$ cat src/rtl/adder_pkg.sv
// adder_pkg: shared configuration helpers for the pipelined adder
package adder_pkg;
  function automatic int stages(input int width, input int seg);
    return width / seg;
  endfunction
  function automatic bit cfg_ok(input int width, input int seg);
    return seg > 0 && width >= seg && width % seg == 0;
  endfunction
endpackage

$ cat src/rtl/adder_seg.sv
// adder_seg: combinational SEG-bit slice of the carry chain
module adder_seg #(
  parameter int SEG = 4
) (
  input  logic [SEG-1:0] a_s,
  input  logic [SEG-1:0] b_s,
  input  logic           c_i,
  output logic [SEG-1:0] s_s,
  output logic           c_o,
  output logic           c_msb
);
  always_comb begin
    {c_o, s_s} = {1'b0, a_s} + {1'b0, b_s} + {{SEG{1'b0}}, c_i};
    c_msb = s_s[SEG-1] ^ a_s[SEG-1] ^ b_s[SEG-1];
  end
endmodule

$ cat src/rtl/adder_pipe.sv
// adder_pipe: pipelined add/subtract, one SEG-bit carry slice per stage, valid/ready handshake
module adder_pipe
  import adder_pkg::*;
#(
  parameter int WIDTH = 16,
  parameter int SEG   = 4
) (
  input  logic             clk,
  input  logic             rst,
  input  logic             in_valid,
  output logic             in_ready,
  input  logic [WIDTH-1:0] a,
  input  logic [WIDTH-1:0] b,
  input  logic             cin,
  input  logic             sub,
  output logic             out_valid,
  input  logic             out_ready,
  output logic [WIDTH-1:0] sum,
  output logic             cout,
  output logic             ovf
);
  localparam int STAGES = stages(WIDTH, SEG);
  if (!cfg_ok(WIDTH, SEG)) begin : g_bad_cfg
    $error("adder_pipe: WIDTH must be a positive multiple of SEG");
  end
  logic             adv;
  logic             c0;
  logic [WIDTH-1:0] bp;
  logic             ovf_r;
  // x holds finished low sum slices with the not-yet-added slices of a above them
  logic             v    [STAGES];
  logic [WIDTH-1:0] x    [STAGES];
  logic [WIDTH-1:0] y    [STAGES];
  logic             c    [STAGES];
  logic [SEG-1:0]   s_w  [STAGES];
  logic             co_w [STAGES];
  logic             cm_w [STAGES];
  always_comb begin
    adv = !out_valid || out_ready;
    bp  = sub ? ~b : b;
    c0  = sub | cin;
  end
  assign in_ready  = adv;
  assign out_valid = v[STAGES-1];
  assign sum       = x[STAGES-1];
  assign cout      = c[STAGES-1];
  assign ovf       = ovf_r;
  for (genvar k = 0; k < STAGES; k++) begin : g_seg
    if (k == 0) begin : g_first
      adder_seg #(.SEG(SEG)) u_seg (
        .a_s(a[SEG-1:0]), .b_s(bp[SEG-1:0]), .c_i(c0),
        .s_s(s_w[k]), .c_o(co_w[k]), .c_msb(cm_w[k])
      );
    end else begin : g_next
      adder_seg #(.SEG(SEG)) u_seg (
        .a_s(x[k-1][k*SEG +: SEG]), .b_s(y[k-1][k*SEG +: SEG]), .c_i(c[k-1]),
        .s_s(s_w[k]), .c_o(co_w[k]), .c_msb(cm_w[k])
      );
    end
  end
  always_ff @(posedge clk or posedge rst)
    if (rst) begin
      for (int i = 0; i < STAGES; i++) begin
        v[i] <= 1'b0;
        x[i] <= '0;
        y[i] <= '0;
        c[i] <= 1'b0;
      end
      ovf_r <= 1'b0;
    end else if (adv) begin
      v[0] <= in_valid;
      x[0] <= a;
      x[0][SEG-1:0] <= s_w[0];
      y[0] <= bp;
      c[0] <= co_w[0];
      for (int i = 1; i < STAGES; i++) begin
        v[i] <= v[i-1];
        x[i] <= x[i-1];
        x[i][i*SEG +: SEG] <= s_w[i];
        y[i] <= y[i-1];
        c[i] <= co_w[i];
      end
      ovf_r <= co_w[STAGES-1] ^ cm_w[STAGES-1];
    end
endmodule

$ cat config.mk
export PLATFORM = sky130hd
export DESIGN_NAME = adder_pipe
export DESIGN_NICKNAME = d
export VERILOG_FILES = /design/src/rtl/adder_pkg.sv /design/src/rtl/adder_seg.sv /design/src/rtl/adder_pipe.sv
export SDC_FILE = /design/constraint.sdc
export NUM_CORES = 1
export LEC_CHECK = 0
export BUFFER_PORTS_ARGS = -buffer_cell sky130_fd_sc_hd__buf_2
export CORE_MARGIN = 10
export CORE_UTILIZATION = 35
export CTS_CLUSTER_SIZE = 25
export DETAILED_ROUTE_END_ITERATION = 7
export PLACE_DENSITY = 0.64
export SLEW_MARGIN = 20
export SYNTH_ARGS = -nofsm -noshare
export SYNTH_HDL_FRONTEND = slang
export SYNTH_SLANG_ARGS = --single-unit
export TNS_END_PERCENT = 20
$ cat constraint.sdc
create_clock -name clk -period 7.97 [get_ports clk]
set_input_delay 0.797 -clock clk [delete_from_list [all_inputs] [get_ports clk]]
set_output_delay 0.797 -clock clk [all_outputs]
set_load 0.02 [all_outputs]
* Word level (Yosys, flattened, before mapping)
Cells that the tools add are included.
** Storage, ports and cells
- Register bits :: 121
- Word-level logic and storage cells :: 32
- Bits of input ports :: 38
** Cells by class
- Bitwise logic cells :: 5
- Reductions and logical operators :: 2
- Add/sub/neg operators :: 8
- Multiplexer cells :: 1
** Operators by type and width (count)
- $add A4 B4 Y5 :: 4
- $add A5 B1 Y5 :: 4
- $mux W16 :: 1
- $not A16 Y16 :: 1
- $xor A1 B1 Y1 :: 3
- $logic_not A1 Y1 :: 1
- $logic_or A1 B1 Y1 :: 1
- $or A1 B1 Y1 :: 1

* Longest topological paths before layout
Gate-level depths: netlist of run 1.
- Depth in word-level cells :: 5
- Mapped depth :: 9
- Gate-level depth less buffers :: 8

* Modules after synthesis
Synthesis of run 1 repeated with hierarchy kept, for this count alone.
** Unflattened totals
- Cell total of the unflattened synthesis :: 319
- Area, all modules :: 4678.2 um^2
** Modules (own cells, without submodules)
- adder_pipe :: seq. area each 2427.3 um^2, times used 1, cells each 243, area each 3967.6 um^2
- adder_seg :: seq. area each 0.0 um^2, times used 4, cells each 19, area each 177.7 um^2

* Worst setup path before layout of run 1
OpenSTA, ideal clock, no wires.
- Path type :: input port to flip-flop
- Start :: input port sub
- End :: register x[50] in the netlist's numbering
- Setup slack :: 5.476 ns
- Stages on the path :: 7
- Data arrival time :: 2.417 ns
- Required time :: 7.893 ns
- Path through :: buf_2 buf_4 xnor2_1 fa_1 fa_1 xor2_1 a21oi_1
** Between the ends
- Longest elaborated chain between the ends :: 3
- Elaborated cells on any way between the ends :: 4
- Those cells by class :: add/sub (2); mux (1); bitwise (1)
** Ends and longest elaborated chain
- start: declaration :: line adder_pipe.sv:15 : input logic sub,
- $mux W16 :: line adder_pipe.sv:40 : bp = sub ? ~b : b;
- $add A4 B4 Y5 :: line adder_seg.sv:13 : {c_o, s_s} = {1'b0, a_s} + {1'b0, b_s} + {{SEG{1'b0}}, c_i};
- $add A5 B1 Y5 * :: line adder_seg.sv:13
- end signal: indexed assignment :: line adder_pipe.sv:73 : x[0][SEG-1:0] <= s_w[0];
- end signal: indexed assignment :: line adder_pipe.sv:78 : x[i] <= x[i-1];
- end signal: indexed assignment :: line adder_pipe.sv:79 : x[i][i*SEG +: SEG] <= s_w[i];
- end: declaration :: line adder_pipe.sv:32 : logic [WIDTH-1:0] x [STAGES];
Every way passes the cells marked *; elsewhere a longest branch is shown, timed or not.
A chain may end at the register's enable or synchronous reset.

* Worst setup path after layout of run 1
Ends and elaborated chain as after synthesis.

==> results of run 1 <==
## where the power goes
group / switching [µW] / internal [µW]
combinational: 426 / 295
clock: 181 / 291
sequential: 122 / 715
## worst max-delay path by stage
| stage | end | cells after the start | start |
|---|---|---|---|
| 2_1_floorplan | c[1] | 1 | rst |
| 3_3_place_gp | x[50] | 6 | sub |
| 3_5_place_dp | x[50] | 6 | sub |
| 4_1_cts | x[50] | 6 | sub |
| 5_1_grt | c[3] | 7 | sub |
| 6_report | x[50] | 6 | sub |
## per-layer routing
metal / up-vias / track usage
li1: 1510 / -
met1: 1343 / 0.144
met2: 50 / 0.146
met3: 8 / 0.0232
met4: 0 / 0.0464
met5: - / 0
## cells in the mapped netlist
master	number	area share
a21o_1	5	0.0086
a21oi_1	17	0.019
a21oi_2	1	0.0020
buf_2	10	0.011
buf_4	17	0.029
clkbuf_1	12	0.010
dfrtp_1	97	0.55
fa_1	8	0.037
ha_1	12	0.034
inv_1	15	0.013
inv_2	1	0.00086
nand2_1	207	0.18
nand2b_1	1	0.0014
nor2_1	17	0.015
nor2b_1	4	0.0057
o21ai_0	23	0.026
o21ai_1	1	0.0011
xnor2_1	14	0.028
xnor3_1	1	0.0051
xor2_1	11	0.022
## cells by family after synthesis
logic type               Yosys count
buffers and inverters             55
XOR/XNOR                          26
AND/OR/NAND/NOR                  229
adder cells (fa/ha/maj)           20
AO/OA/AOI/OAI                     47
flip-flops                        97
## cells in the final DEF, fill, tap and decap left out, drive strengths merged, types with 11 or more instances in the layout
master	netlist	routed
nand2	207	207
dfrtp	97	97
buf	27	60
o21ai	24	24
a21oi	18	18
nor2	17	17
inv	16	16
xnor2	14	14
ha	12	12
xor2	11	11
clkbuf	12	11
## per-stage QoR
stage	instances	power [µW]	util	setup WS (ns)
floorplan	474	1440	-	4.64
global placement	663	1550	0.386	5.39
detailed placement	663	1570	0.386	5.27
CTS	678	2060	0.413	5.62
global route	678	2220	0.413	5.50
finish	678	2030	0.413	5.64
## final cells by class
class | instances | area, µm² | share of cell area
clock buffer | 11 | 253 | 0.0503
clock inverter | 4 | 76.3 | 0.0152
inverter | 16 | 62.6 | 0.0125
multi-input combinational | 322 | 1680 | 0.335
sequential | 97 | 2430 | 0.484
tap | 168 | 210 | 0.0419
timing repair buffer | 60 | 308 | 0.0613
## registers in the layout, summed over array words and instances, names as in the netlist
name / cells
x: 48
y: 24
sum: 16
c: 3
v: 3
cout: 1
out_valid: 1
ovf: 1
## worst max-delay path, delay by kind of cell
kind,cells,cell delay (ns)
AOI/OAI and AO/OA,1,0.09
xor gates and xnor gates,2,0.36
adders and majority gates,2,0.90
buffers and inverters,1,0.36
==> summary.md, run 1 <==
| Metric | Value |
|---|---|
| Syn Nets | between 500 and 600 |
| Initial antenna violation count | 0 |
| DIE WIDTH | approximately 130 µm |
| Crit path kind | primary input to flop |
| Drc violations | 0 |
| Grt total ovfl | 0 |
| Outcome | finished clean |
| IO Pins | 58 |
| Simple-gate share of the synthesized area | 0.199 |
| Minimum clock period | between 2 and 2.5 ns |
| CTS HTree Levels | 3 |
| Number of port buffers | 57 |
| Routed length per instance | around 13 µm |
| Hold buffers post-CTS | 0 |
| Yosys cell types | 20 |
| Top sig layer | met4 |
| Clk Latency, worst-skew pair | roughly 0.34 ns |
| # nets final | around 560 |
| First-pass GRT wire length | about 15000 µm |
| Initial Util | 0.361 |
| Cells after Synth | around 470 |
| RSZ-0062 raised after global routing | no |
| Synth Area in Compound Gates | 0.0573 |
| Crit share post-route | 0.292 |
| Final Cell Area | about 5000 µm² |
| CP Max Fanout | 17 |
| DRT met1 WL | 4460 µm |
| Core area | roughly 12000 µm² |
| Setup bufs post-CTS | 0 |
| Post-synthesis mux area share | 0 |
| Max Slew Vio Count | 0 |
| TritonRoute pass-1 iters | 4 |
| Reg-to-Reg Start | c[1] |
| HP Class | primary input to async pin |
| Clk sinks | between 90 and 100 |
| Req. time, crit path | slightly above 8 ns |
| Fillers | 1204 |
| VDD IR max | 0.150 mV |
| Worst Path Arrival | ~2.5 ns |
| Final setup TNS | 0 ns |
| Routed met3 length | about 300 µm |
| Via count | just under 3000 |
| R2R depth | 8 |
| CP peak stage delay | between 0.4 and 0.5 ns |
| Met2 wire len | between 3000 and 4000 µm |
| Die Y | ~130 µm |
| Slowest cell on crit path | fa_1 |
| Cts repair resizes | 0 |
| Yosys reg bits | between 90 and 100 |
| Pin count of the biggest net entering global routing | 99 |
| Leak | between 0.002 and 0.003 µW |
| Slew margin rel. | 0.376 |
| Finish-stage setup viols | 0 |
| Dpl hpwl | between 5000 and 6000 µm |
| Vias in the first global route | around 3000 |
| Synth Area in Adders | 0.0708 |
| Largest family of logic cells by synthesized area | simple AND/OR/NAND/NOR gates |
| Yosys warning total | 0 |
| Global-route usage over all layers | 0.102 |
| Syn Std Cell Area | between 4000 and 5000 µm² |
| Area Growth Syn to Fin | 14.5% |
| Root Driver | clkbuf_16 |
| Critical-path cell list | buf_2 -> xnor2_1 -> fa_1 -> fa_1 -> xor2_1 -> a21oi_1 |
| Antenna cells | 0 |
| Reg2reg end | ovf |
| Hold Slack | roughly 0.42 ns |
| Layout cells sized above 1 | 0.155 |
| # rows | 40 |
| Synth Area in XOR/XNOR | 0.0551 |
| Sequential share of the synthesized area | 0.553 |
| Clock buffer count from CTS | 9 |
| Post-Syn Area per Cell | 9.25 µm² |
| CTS tree | done |
| Die area | about 17000 µm² |
| Pwr Density | about 400 nW/µm² |
| Post-DR vias/cell | roughly 4.3 |
| DRT iter0 DRCs | between 200 and 300 |
| Post-Route WL | between 8000 and 9000 µm |
| Critical Path Sink Type | flop |
| GP Congestion | around 0.76 |
| Slew at the pin closest to its max-slew limit | 0.936 ns |
| Worst-path clk slew | 0.07 ns |
| CP startpoint kind | primary input |
| Post-DP Area | approximately 4700 µm² |
| CTS Buffer Depth | 2 |
| FF-to-FF setup slack | approximately 5.9 ns |
| Final hold vios | 0 |
| Max_cap viols | 0 |
| Post-DRT Antenna Nets | 0 |
| Clock Skew | around 0.0072 ns |
| CP most frequent cell | fa_1 |
| Fmax | around 0.43 GHz |
Note: power is estimated with default switching activity, not from simulation.
==> run 2: changes to the inputs <==
--- a/config.mk
+++ b/config.mk
@@ -5,12 +5,13 @@
 export SDC_FILE = /design/constraint.sdc
 export NUM_CORES = 1
 export LEC_CHECK = 0
+export ABC_AREA = 1
 export BUFFER_PORTS_ARGS = -buffer_cell sky130_fd_sc_hd__buf_2
 export CORE_MARGIN = 10
 export CORE_UTILIZATION = 35
 export CTS_CLUSTER_SIZE = 25
 export DETAILED_ROUTE_END_ITERATION = 7
-export PLACE_DENSITY = 0.64
+export PLACE_DENSITY = 0.66
 export SLEW_MARGIN = 20
 export SYNTH_ARGS = -nofsm -noshare
 export SYNTH_HDL_FRONTEND = slang
==> constraint.sdc (replaced) <==
create_clock -name clk -period 1.95 [get_ports clk]
set_input_delay 0.195 -clock clk [delete_from_list [all_inputs] [get_ports clk]]
set_output_delay 0.195 -clock clk [all_outputs]
set_load 0.02 [all_outputs]
==> summary.md, run 2 <==
| Metric | Value |
|---|---|
| Final hold vios | 0 |
| RSZ-0062 raised after global routing | no |
| Post-Syn Area per Cell | about 9.2 µm² |
| Count leader, synth | nand2_1 |
| Cells after Synth | roughly 490 |
| Largest cells by area after synthesis | dfrtp_1 55%, nand2_1 13%, o21ai_1 5.1% |
| Synth Area in Compound Gates | 0.0882 |
| Outcome | finished clean |
| # nets final | slightly below 600 |
| Syn Nets | between 500 and 600 |
| Yosys reg bits | 97 |
| Post-DRT Antenna Nets | 0 |
| CP startpoint kind | flop |
| Worst-path clk slew | 0.07 ns |
| Pin count of the biggest net entering global routing | 109 |
| Most used DFF post-synth | dfrtp_1 |
| DIE WIDTH | between 100 and 150 µm |
| Drc violations | 0 |
| Cell Int Power | ~5200 µW |
| Switching Power | approximately 3000 µW |
| Final Cell Area | between 5000 and 6000 µm² |
| Cts repair resizes | 0 |
| Critical-path cell list | fa_1 -> inv_1 -> fa_1 -> inv_1 -> nand3_1 -> nand2_1 -> nand2_1 -> nand2_1 -> nand3_1 -> nand3_1 |
| Cell taking the most area after synthesis | dfrtp_1 |
| Multi-input gate area | 1590 µm² |
| Clk pwr share | 0.236 |
| Setup bufs post-CTS | 0 |
| Post-Route WL | 8860 µm |
| Core area | between 10000 and 15000 µm² |
| Max Slew Vio Count | 0 |
| Finish-stage setup viols | 0 |
| Syn Std Cell Area | 4440 µm² |
| First-pass GRT wire length | 15500 µm |
| Slew at the pin closest to its max-slew limit | approximately 0.64 ns |
| Worst Path Arrival | 1.94 ns |
| Synth Area in Adders | 0.0699 |
| Fillers | between 1000 and 1500 |
| TritonRoute pass-1 iters | 4 |
| Antenna cells | 0 |
| Pwr Density | ~1600 nW/µm² |
| FF+latch area | roughly 2400 µm² |
| Finished Layout Cells | 700 |
| Commonest non-fill, non-tap cell in the layout | nand2_1 |
| Die Y | ~130 µm |
| Minimum clock period | between 1.5 and 2 ns |
| Vias in the first global route | 3305 |
| Number of port buffers | 57 |
| Clk Latency, worst-skew pair | 0.33 ns |
| VDD IR max | around 0.61 mV |
| Total Power | around 8300 µW |
| Clock buffer count from CTS | 9 |
| Leak | approximately 0.0026 µW |
| Seq pwr share | 0.407 |
| Sw Ratio | 0.367 |
| Req. time, crit path | 2.17 ns |
| IO Pins | slightly below 60 |
| Hold buffers post-CTS | 1 |
| Top cells by count, synth | 152 x nand2_1, 97 x dfrtp_1, 48 x inv_1, 45 x o21ai_1, 25 x o21ai_0 |
| Global-route usage over all layers | 0.105 |
| Routed length per instance | approximately 13 µm |
| Max_cap viols | 0 |
| Synth Area in XOR/XNOR | 0.0335 |
| Initial Util | 0.355 |
| Yosys warning total | 0 |
| Critical Path Sink Type | flop |
| HP Class | primary input to flop |
| Max reg flops | 48 |
| Slowest cell on crit path | fa_1 |
| Clk sinks | 97 |
| CTS tree | done |
| Share of the synthesized area in the top cell type | 0.546 |
| EDFF count, synth | 0 |
| Biggest register | x |
| Via count | a little over 3000 |
| GP Congestion | slightly below 0.8 |
| Comb pwr share | 0.358 |
| # rows | 41 |
| Initial antenna violation count | 0 |
| Yosys cell types | 24 |
| Slew margin rel. | 0.570 |
| Dpl hpwl | about 6300 µm |
| Root Driver | clkbuf_16 |
| Clock Skew | 0.00618 ns |
| Number of placed instances, taps included | 683 |
| DRT iter0 DRCs | 219 |
| Area Growth Syn to Fin | 15.9% |
| CTS Buffer Depth | 2 |
| Post-DP Area | about 4800 µm² |
| Grt total ovfl | 0 |
| Fmax | between 0.5 and 0.6 GHz |
| CP peak stage delay | about 0.45 ns |
| Post-DR vias/cell | about 4.4 |
| Final setup TNS | 0 ns |
| CP Max Fanout | 3 |
| Post-synthesis mux area share | 0 |
| Layout cells sized above 1 | 0.161 |
| Die area | around 18000 µm² |
| Crit share post-route | 0.883 |
| CTS HTree Levels | 3 |
| Ys async rst share | 1.00 |
| Most frequent cells in the layout | 152 x nand2_1, 97 x dfrtp_1, 57 x buf_2 |
| Sequential share of the synthesized area | 0.546 |
| Largest family of logic cells by synthesized area | simple AND/OR/NAND/NOR gates |
| Crit path kind | flop to flop |
| Simple-gate share of the synthesized area | 0.167 |
## run 2: changes by cell type in the layout (fill, tap and decap cells not counted), sizes merged, moves of 3 or more
cell	before	now
o21ai	24	70
nand2	207	152
a21oi	18	7
nand3b	0	3
inv	16	48
nor2b	4	0
xor2	11	3
buf	60	64
a21o	5	0
or2	0	3
nand3	0	11
## run 2: cell families after synthesis
logic type	after synthesis
compound gates	78
simple gates	186
xor+xnor	17
fa+ha+maj	20
flops	97
buf+inv	87
## run 2: worst max-delay path: cells and delay by family, from the launching register on
| kind | cells | cell delay [ns] |
|---|---|---|
| flip-flops | 1 | 0.40 |
| AND/OR/NAND/NOR | 6 | 0.43 |
| adder cells (fa/ha/maj) | 2 | 0.64 |
| buffers and inverters | 2 | 0.13 |
## run 2: stage by stage
step	setup WS, ns	hold WS [ns]	util
global route	0.0806	0.0645	0.411
detailed placement	0.134	0.319	0.383
global placement	0.211	0.316	0.383
finish	0.228	0.0466	0.411
floorplan	0.0816	0.305	-
CTS	0.227	0.0436	0.411
## run 2: layer usage
layer	routed length (µm)	GRT usage
met5	0	0
met3	271	0.0261
met4	140	0.0342
met1	4260	0.133
met2	4180	0.171
## run 2: power groups by stage
| stage | Sequential, µW | Clock (µW) | Combinational [µW] |
|---|---|---|---|
| after detailed placement | 3420 | 0 | 2990 |
| final | 3370 | 1950 | 2960 |
| after global routing | 3480 | 2080 | 3470 |
| after CTS | 3380 | 2000 | 3020 |
| after global placement | 3380 | 0 | 2890 |
| after floorplan | 3320 | 0 | 2460 |
## run 2: area by class of cell
cell class	instances	area share
timing repair buffer	65	0.0749
inverter	49	0.0365
tap	172	0.0418
sequential	97	0.472
multi-input combinational	301	0.309
clock buffer	12	0.0518
clock inverter	4	0.0143
## run 2: worst paths after layout
kind / from / cells past startpoint / endpoint / slack [ns]
min in group asynchronous: rst / 3 / sum[7] / 0.49
hold / removal: a[6] / 3 / x[54] / 0.05
setup / recovery: c[1] / 10 / ovf / 0.23
setup reg to reg: c[1] / 10 / ovf / 0.23
max in group asynchronous: rst / 4 / x[33] / 0.87
hold reg to reg: y[46] / 2 / y[30] / 0.48
